==> src/rtl/uart_pkg.sv <==
// Shared UART definitions: FSM state encoding,
// parity-mode constants and the parity helper.
package uart_pkg;

  typedef enum logic [2:0] {
    IDLE,
    START,
    DATA,
    PARITY,
    STOP
  } uart_state_e;

  localparam logic PAR_EVEN = 1'b0;
  localparam logic PAR_ODD  = 1'b1;

  // Zero-extending the payload to 16 bits leaves its XOR unchanged.
  function automatic logic parity_of(
    input logic [15:0] d,
    input logic        odd
  );
    return (^d) ^ odd;
  endfunction

endpackage

==> src/rtl/uart_baud_tick.sv <==
// Bit-time generator: counts 0..CLKS_PER_BIT-1 and
// pulses tick on the last count; clear holds it at 0.
module uart_baud_tick #(
  parameter int CLKS_PER_BIT = 4
) (
  input  logic clk,
  input  logic rst,
  input  logic clear,
  output logic tick
);

  localparam int CW =
    (CLKS_PER_BIT > 1) ? $clog2(CLKS_PER_BIT) : 1;
  localparam logic [CW-1:0] MAX = CW'(CLKS_PER_BIT - 1);

  logic [CW-1:0] cnt;

  assign tick = (cnt == MAX) && !clear;

  // Free-running bit-time counter, restarted by clear.
  always_ff @(posedge clk) begin
    if (rst || clear) begin
      cnt <= '0;
    end else if (tick) begin
      cnt <= '0;
    end else begin
      cnt <= cnt + 1'b1;
    end
  end

endmodule

==> src/rtl/uart_tx_param.sv <==
// Parameterised UART transmitter: start, LSB-first data,
// optional parity, 1 or 2 stop bits, valid/ready intake.
module uart_tx_param #(
  parameter int DATA_W       = 8,
  parameter int CLKS_PER_BIT = 4,
  parameter int PARITY_EN    = 0,
  parameter int PARITY_ODD   = 0,
  parameter int STOP_BITS    = 1
) (
  input  logic              clk,
  input  logic              rst,
  input  logic              tx_valid,
  input  logic [DATA_W-1:0] tx_data,
  output logic              tx_ready,
  output logic              tx,
  output logic              tx_busy,
  output logic              tx_done
);

  import uart_pkg::*;

  localparam int BW = $clog2(DATA_W + 1);
  localparam logic [BW-1:0] LAST_BIT  = BW'(DATA_W - 1);
  localparam logic [BW-1:0] LAST_STOP = BW'(STOP_BITS - 1);
  localparam logic ODD =
    (PARITY_ODD != 0) ? PAR_ODD : PAR_EVEN;

  uart_state_e       state_q, state_d;
  logic              tx_q, tx_d;
  logic [DATA_W-1:0] sh_q, sh_d;
  logic [BW-1:0]     cnt_q, cnt_d;
  logic              par_q, par_d;
  logic              done_q, done_d;
  logic              rdy_q, rdy_d;
  logic              tick;

  uart_baud_tick #(
    .CLKS_PER_BIT(CLKS_PER_BIT)
  ) u_baud (
    .clk  (clk),
    .rst  (rst),
    .clear(state_q == IDLE),
    .tick (tick)
  );

  // Next-state, next-bit and bit/stop counting.
  always_comb begin
    state_d = state_q;
    tx_d    = tx_q;
    sh_d    = sh_q;
    cnt_d   = cnt_q;
    par_d   = par_q;
    done_d  = 1'b0;
    unique case (state_q)
      IDLE: begin
        tx_d = 1'b1;
        if (tx_valid && rdy_q) begin
          state_d = START;
          tx_d    = 1'b0;
          sh_d    = tx_data;
          cnt_d   = '0;
          par_d   = parity_of(16'(tx_data), ODD);
        end
      end
      START: begin
        if (tick) begin
          state_d = DATA;
          tx_d    = sh_q[0];
        end
      end
      DATA: begin
        if (tick) begin
          if (cnt_q == LAST_BIT) begin
            cnt_d = '0;
            if (PARITY_EN != 0) begin
              state_d = PARITY;
              tx_d    = par_q;
            end else begin
              state_d = STOP;
              tx_d    = 1'b1;
            end
          end else begin
            cnt_d = cnt_q + 1'b1;
            sh_d  = sh_q >> 1;
            tx_d  = sh_q[1];
          end
        end
      end
      PARITY: begin
        if (tick) begin
          state_d = STOP;
          tx_d    = 1'b1;
        end
      end
      STOP: begin
        if (tick) begin
          if (cnt_q == LAST_STOP) begin
            state_d = IDLE;
            cnt_d   = '0;
            done_d  = 1'b1;
          end else begin
            cnt_d = cnt_q + 1'b1;
          end
        end
      end
      default: begin
        state_d = IDLE;
        tx_d    = 1'b1;
      end
    endcase
    rdy_d = (state_d == IDLE);
  end

  // State and output registers; reset wins over acceptance.
  always_ff @(posedge clk) begin
    if (rst) begin
      state_q <= IDLE;
      tx_q    <= 1'b1;
      sh_q    <= '0;
      cnt_q   <= '0;
      par_q   <= 1'b0;
      done_q  <= 1'b0;
      rdy_q   <= 1'b0;
    end else begin
      state_q <= state_d;
      tx_q    <= tx_d;
      sh_q    <= sh_d;
      cnt_q   <= cnt_d;
      par_q   <= par_d;
      done_q  <= done_d;
      rdy_q   <= rdy_d;
    end
  end

  assign tx       = tx_q;
  assign tx_busy  = (state_q != IDLE);
  assign tx_done  = done_q;
  assign tx_ready = rdy_q;

endmodule

==> config.mk <==
export PLATFORM = sky130hd
export DESIGN_NAME = uart_tx_param
export DESIGN_NICKNAME = d
export VERILOG_FILES = /design/src/rtl/uart_pkg.sv /design/src/rtl/uart_baud_tick.sv /design/src/rtl/uart_tx_param.sv
export SDC_FILE = /design/constraint.sdc
export NUM_CORES = 1
export LEC_CHECK = 0
export CORE_ASPECT_RATIO = 1.2
export CORE_MARGIN = 3
export CORE_UTILIZATION = 47
export DETAILED_ROUTE_END_ITERATION = 10
export GPL_TIMING_DRIVEN = 0
export HOLD_SLACK_MARGIN = 0.15
export PLACE_DENSITY = 0.69
export REMOVE_ABC_BUFFERS = 1
export SKIP_CTS_REPAIR_TIMING = 1
export SLEW_MARGIN = 10
export SYNTH_ARGS = -nofsm -noshare
export SYNTH_HDL_FRONTEND = slang
export SYNTH_SLANG_ARGS = --single-unit
==> constraint.sdc <==
create_clock -name clk -period 1.79 [get_ports clk]
set_clock_uncertainty 0.1 [all_clocks]
set_input_delay 0.2685 -clock clk [delete_from_list [all_inputs] [get_ports clk]]
set_output_delay 0.2685 -clock clk [all_outputs]
set_load 0.02 [all_outputs]
* After elaboration in Yosys (flattened, before gate mapping) *
Cells that the tools add are included.

storage, ports and cells
  register bits after elaboration = 20
  logic and storage cells = 63
  input port bits = 11
  output and inout bits = 4

operators by class
  equality and inequality tests = 12
  multiplexer cells = 25
  reduce and logical (&&, ||, !) cells = 15
  add/subtract/negate cells = 2
  bitwise gates (word level) = 2

operators by type and width
  cell                 count
  $mux 8               3
  $mux 3               7
  $mux 4               5
  $pmux 8 s2           1
  $pmux 3 s5           1
  $ne 2x2->1 const B   6
  $pmux 4 s3           1
  $reduce_and 4->1     3
  $eq 3x2->1 const B   2
  $logic_not 3->1      2
  $mux 1               6
  $reduce_bool 3->1    2
  $pmux 1 s5           1
  $add 4x1->4 const B  1
  $eq 4x3->1 const B   1
  $logic_not 4->1      1
  $eq 3x1->1 const B   1
  $eq 3x3->1 const B   1
  $reduce_or 3->1      1
  $add 2x1->2 const B  1
  $eq 2x2->1 const B   1
  $logic_and 1x1->1    2
  $not 1->1            2
  $reduce_bool 2->1    1
  other kinds (3)      3

* Longest topological paths before layout *
  depth in word-level cells = 6
  mapped depth = 6
  mapped depth without buffers = 6

* By module *
From an unflattened synthesis, not the netlist that was laid out.

unflattened totals
  cells, all modules = 116
  area total of the unflattened synthesis = 1061.0 um2

modules (own cells, without submodules)
  module          cells an instance  instances  area each (um2)  sequential area each (um2)
  uart_tx_param   110                1          974.7            360.3
  uart_baud_tick  6                  1          86.3             40.0

* Worst setup path after synthesis *
No wires, ideal clock.

  path kind = register to register
  start point = register cnt_q[0]
  end point = register sh_q[7]
  library setup time = 0.130 ns
  period minus slack after synthesis = 1.691 ns
  path buffers = 1
  required time = 1.560 ns
  cell stages (with the launch flop) = 7
  path slack = 0.099 ns
  arrival time = 1.461 ns
  cell sequence = dfxtp_1 > ha_1 > and3b_1 > o32ai_4 > buf_6 > mux2i_1 > nor2_1

on the way
  cells in the longest elaborated chain, start to end = 3

RTL lines
  element                     line                  RTL
  start: declaration          uart_tx_param.sv:31   logic [BW-1:0] cnt_q, cnt_d;
  start signal: assignment    uart_tx_param.sv:128  cnt_q <= cnt_d;
  $eq 4x3->1                  uart_tx_param.sv:73   if (cnt_q == LAST_BIT) begin
  $ne 2x2->1 (no line)        n/a
  $reduce_and 4->1 (no line)  n/a
  end signal: assignment      uart_tx_param.sv:119  sh_q <= '0;
  end signal: assignment      uart_tx_param.sv:127  sh_q <= sh_d;
  end: declaration            uart_tx_param.sv:30   logic [DATA_W-1:0] sh_q, sh_d;

No other way between the ends.
A chain may end at the register's enable or synchronous reset.

* Worst setup path after layout *
  start point = register state_q[2]
  end point = register sh_q[5]

on the way
  cells in the longest elaborated chain, start to end = 5
  elaborated cells between the ends (all ways) = 10
  classes of those cells = eq/ne: 4; mux: 1; reduce/logical: 5

RTL lines
  element                     line                                      RTL
  start: declaration          uart_tx_param.sv:28                       uart_state_e state_q, state_d;
  start signal: assignment    uart_tx_param.sv:125                      state_q <= state_d;
  $logic_not 3->1             uart_tx_param.sv:42, uart_tx_param.sv:54
  $logic_not 1->1             uart_baud_tick.sv:18                      assign tick = (cnt == MAX) && !clear;
  $logic_and 1x1->1           uart_baud_tick.sv:18
  $ne 2x2->1 (no line)        n/a
  $reduce_and 4->1 (no line)  n/a

Several ways; a longest one is shown, not always the timed one.

==> results.cfg <==
[power_and_ir_drop]
switchingPower_uw = 228
power_leakage_uw = 0.000559
p_int_uw = 773
p_total_uw = 1000
seqPwrFrac_pct = 48.0
vdd_drop_max_mv = 0.489
power_density_nw_per_um2 = 678
p_clk_share_pct = 37.0
comb_power_share_pct = 15.1
switching_share_pct = 22.8

[status]
violations = negative setup slack
status = finished, violations left

[clock_network]
clk_pin_slew_ns = 0.12
cts_buffers = 3
h-tree-depth = 1
cts_root_buf = clkbuf_4
insertion_delay_ns = 0.30
tritoncts = done
cts_buffer_depth = 2
cts_sinks = 20

[layout]
fillCellCount = 166
area_growth_pct = 39.5
fin_nets = 166
diodes = 0
drive_above_1_share_pct = 27.8
multi_input_area_um2 = 642
seq_area_um2 = 412

[route]
postRouteAntennaNets = 0
vias = 1004
routed_via_density = 5.55
post-route-drc-count = 0
drt-met1-wl_um = 1110
drt-total-wl_um = 2380
wl_per_cell_um = 13.1
drt_iter0_markers = 24
wl_met3_um = 70
highest_layer = met4
wl_met2_um = 1160
first_pass_iters = 4

[grt]
antenna_found_initial = 0
grt_pass1_wl_um = 3610
grt_max_degree = 24
gr-usage-all-layers_pct = 15.9
grt_overflow = 0
first_global_vias = 803

[place]
gp_congestion = 0.836
dp_hpwl_um = 1400
port_buffers = 14

[yosys]
syn_area_um2 = 1060
ys_ff_latch = 20
avgSynthCellArea_um2 = 8.81
synth_edf_count = 0
async_flop_share_pct = 0
ys_types = 37
yosys_warnings = 0
synth_cells = 120
yosys_most_used_dff = dfxtp_1
ys_seq_area_share_pct = 37.9

[critical_path]
crit_arrival_ns = 1.90
r2r_setup_slack_ns = -0.006
end_kind = register
crit_path_start = state_q[2]
crit_fanout = 14
cp.required_ns = 1.89
worstSetupPathType = register to register
r2r_start = state_q[2]
startpoint_type = register

[floorplanning]
dieArea_um2 = 2860
initial_core_util_pct = 50.5
die_w_um = 49.3
placementRows = 18
io_pins = 15
core_area_um2 = 2090
dieHeight_um = 58.0

[worst_hold_path]
min-delay-start = sh_q[7]
worstHoldPathType = register to register

[sta]
setup_viol = 1
period_share_pct = 100
worst_slack_ns = -0.00629
worst_slew_pin_slew_ns = 0.874
tns_ns = -0.00629
hold_viol = 0
period_needed_ns = 1.80
rsz0062_at_grt = true
max_clock_freq_mhz = 557
drv_slew = 0
slew_headroom_pct = 41.6

[job]
maxCapViolCount = 0
==> layout by cell type (no fill, tap or decap), types with 2 or more instances in the layout <==
master	n
nor3b_2	2
clkbuf_4	3
a311oi_2	3
nor2_1	12
a21oi_1	4
buf_4	19
inv_1	5
dfxtp_4	3
nor3b_1	3
mux2i_1	2
o21ai_0	3
nand2_1	17
nor3_1	2
a311oi_1	4
o32ai_4	2
nor4_1	2
o31ai_1	2
clkdlybuf4s50_1	13
nor4b_1	2
a211oi_1	3
a31oi_1	2
dfxtp_1	17
ha_1	2
nand3_1	5
==> power by group through the flow <==
stage,Combinational (uW),Sequential [uW],Clock [uW]
after floorplan,62.4,494,0
after global placement,113,492,0
after detailed placement,116,493,0
after CTS,116,483,377
after global routing,162,484,400
final,151,480,370
==> synth_stat cells, drive strengths merged, types with 2 or more instances <==
| cell type | number | area [um2] |
|---|---|---|
| dfxtp | 20 | 400 |
| nand2 | 17 | 63.8 |
| nor2 | 13 | 48.8 |
| a311oi | 7 | 73.8 |
| buf | 6 | 37.5 |
| inv | 6 | 22.5 |
| nand3 | 5 | 25.0 |
| nor3b | 5 | 42.5 |
| a21oi | 4 | 20.0 |
| a211oi | 3 | 22.5 |
| ha | 3 | 37.5 |
| nor3 | 3 | 15.0 |
| o21ai | 3 | 15.0 |
| a31oi | 2 | 12.5 |
| mux2i | 2 | 20.0 |
| nor4 | 2 | 12.5 |
| nor4b | 2 | 17.5 |
| o31ai | 2 | 15.0 |
| o32ai | 2 | 55.1 |
| or3b | 2 | 20.0 |
==> per-stage QoR <==
stage | cell area, um2 | setup WS (ns) | utilization (%) | hold WS (ns) | std cells
3_3_place_gp | 1190 | -0.338 | 57.0 | 0.322 | 157
3_5_place_dp | 1190 | -0.445 | 57.0 | 0.335 | 157
2_1_floorplan | 1020 | -0.118 | - | 0.236 | 113
4_1_cts | 1250 | -0.456 | 59.5 | 0.352 | 161
5_1_grt | 1480 | -0.0622 | 70.4 | 0.419 | 181
6_report | 1480 | -0.00629 | 70.4 | 0.392 | 181
==> cell type report <==
class,count,share of cell area [%]
sequential,20,27.9
multi-input combinational,87,43.5
clock buffer,3,1.53
timing repair buffer,34,20.7
tap,30,2.54
inverter,6,1.78
clock inverter,1,2.04
==> state kept, by name (all words and copies together), names as in the netlist <==
register / flops
cnt_q: 4
sh_q: 8
state_q: 3
tx: 1
tx_done: 1
tx_ready: 1
u_baud.cnt: 2
==> cells by family (layout without fill, tap and decap cells) <==
family | Yosys count | in the layout | share of synthesized area (%)
AO/OA/AOI/OAI | 24 | 24 | 20.8
XOR/XNOR | 1 | 1 | 0.829
flip-flops | 20 | 20 | 37.9
AND/OR/NAND/NOR | 57 | 57 | 29.0
multiplexers | 2 | 2 | 1.89
buffers and inverters | 13 | 44 | 6.03
adder cells (fa/ha/maj) | 3 | 3 | 3.55
==> critical path: stages, from the launching register on <==
cell,delay (ns)
dfxtp_4,0.40
or3b_4,0.43
o32ai_4,0.30
buf_12,0.18
nor2_1,0.05
a311oi_1,0.23
==> worst paths after layout <==
check             to  cells past startpoint
max reg2reg  sh_q[5]                      5
min          sh_q[6]                      2
min reg2reg  sh_q[6]                      2
max          sh_q[5]                      5
==> per-layer routing <==
metal | vias to the layer above | track usage [%]
li1 | 494 | -
met3 | 4 | 3.34
met1 | 489 | 20.6
met5 | - | 0
met2 | 17 | 25.9
met4 | 0 | 6.10
(Power assumes the default switching activity.)
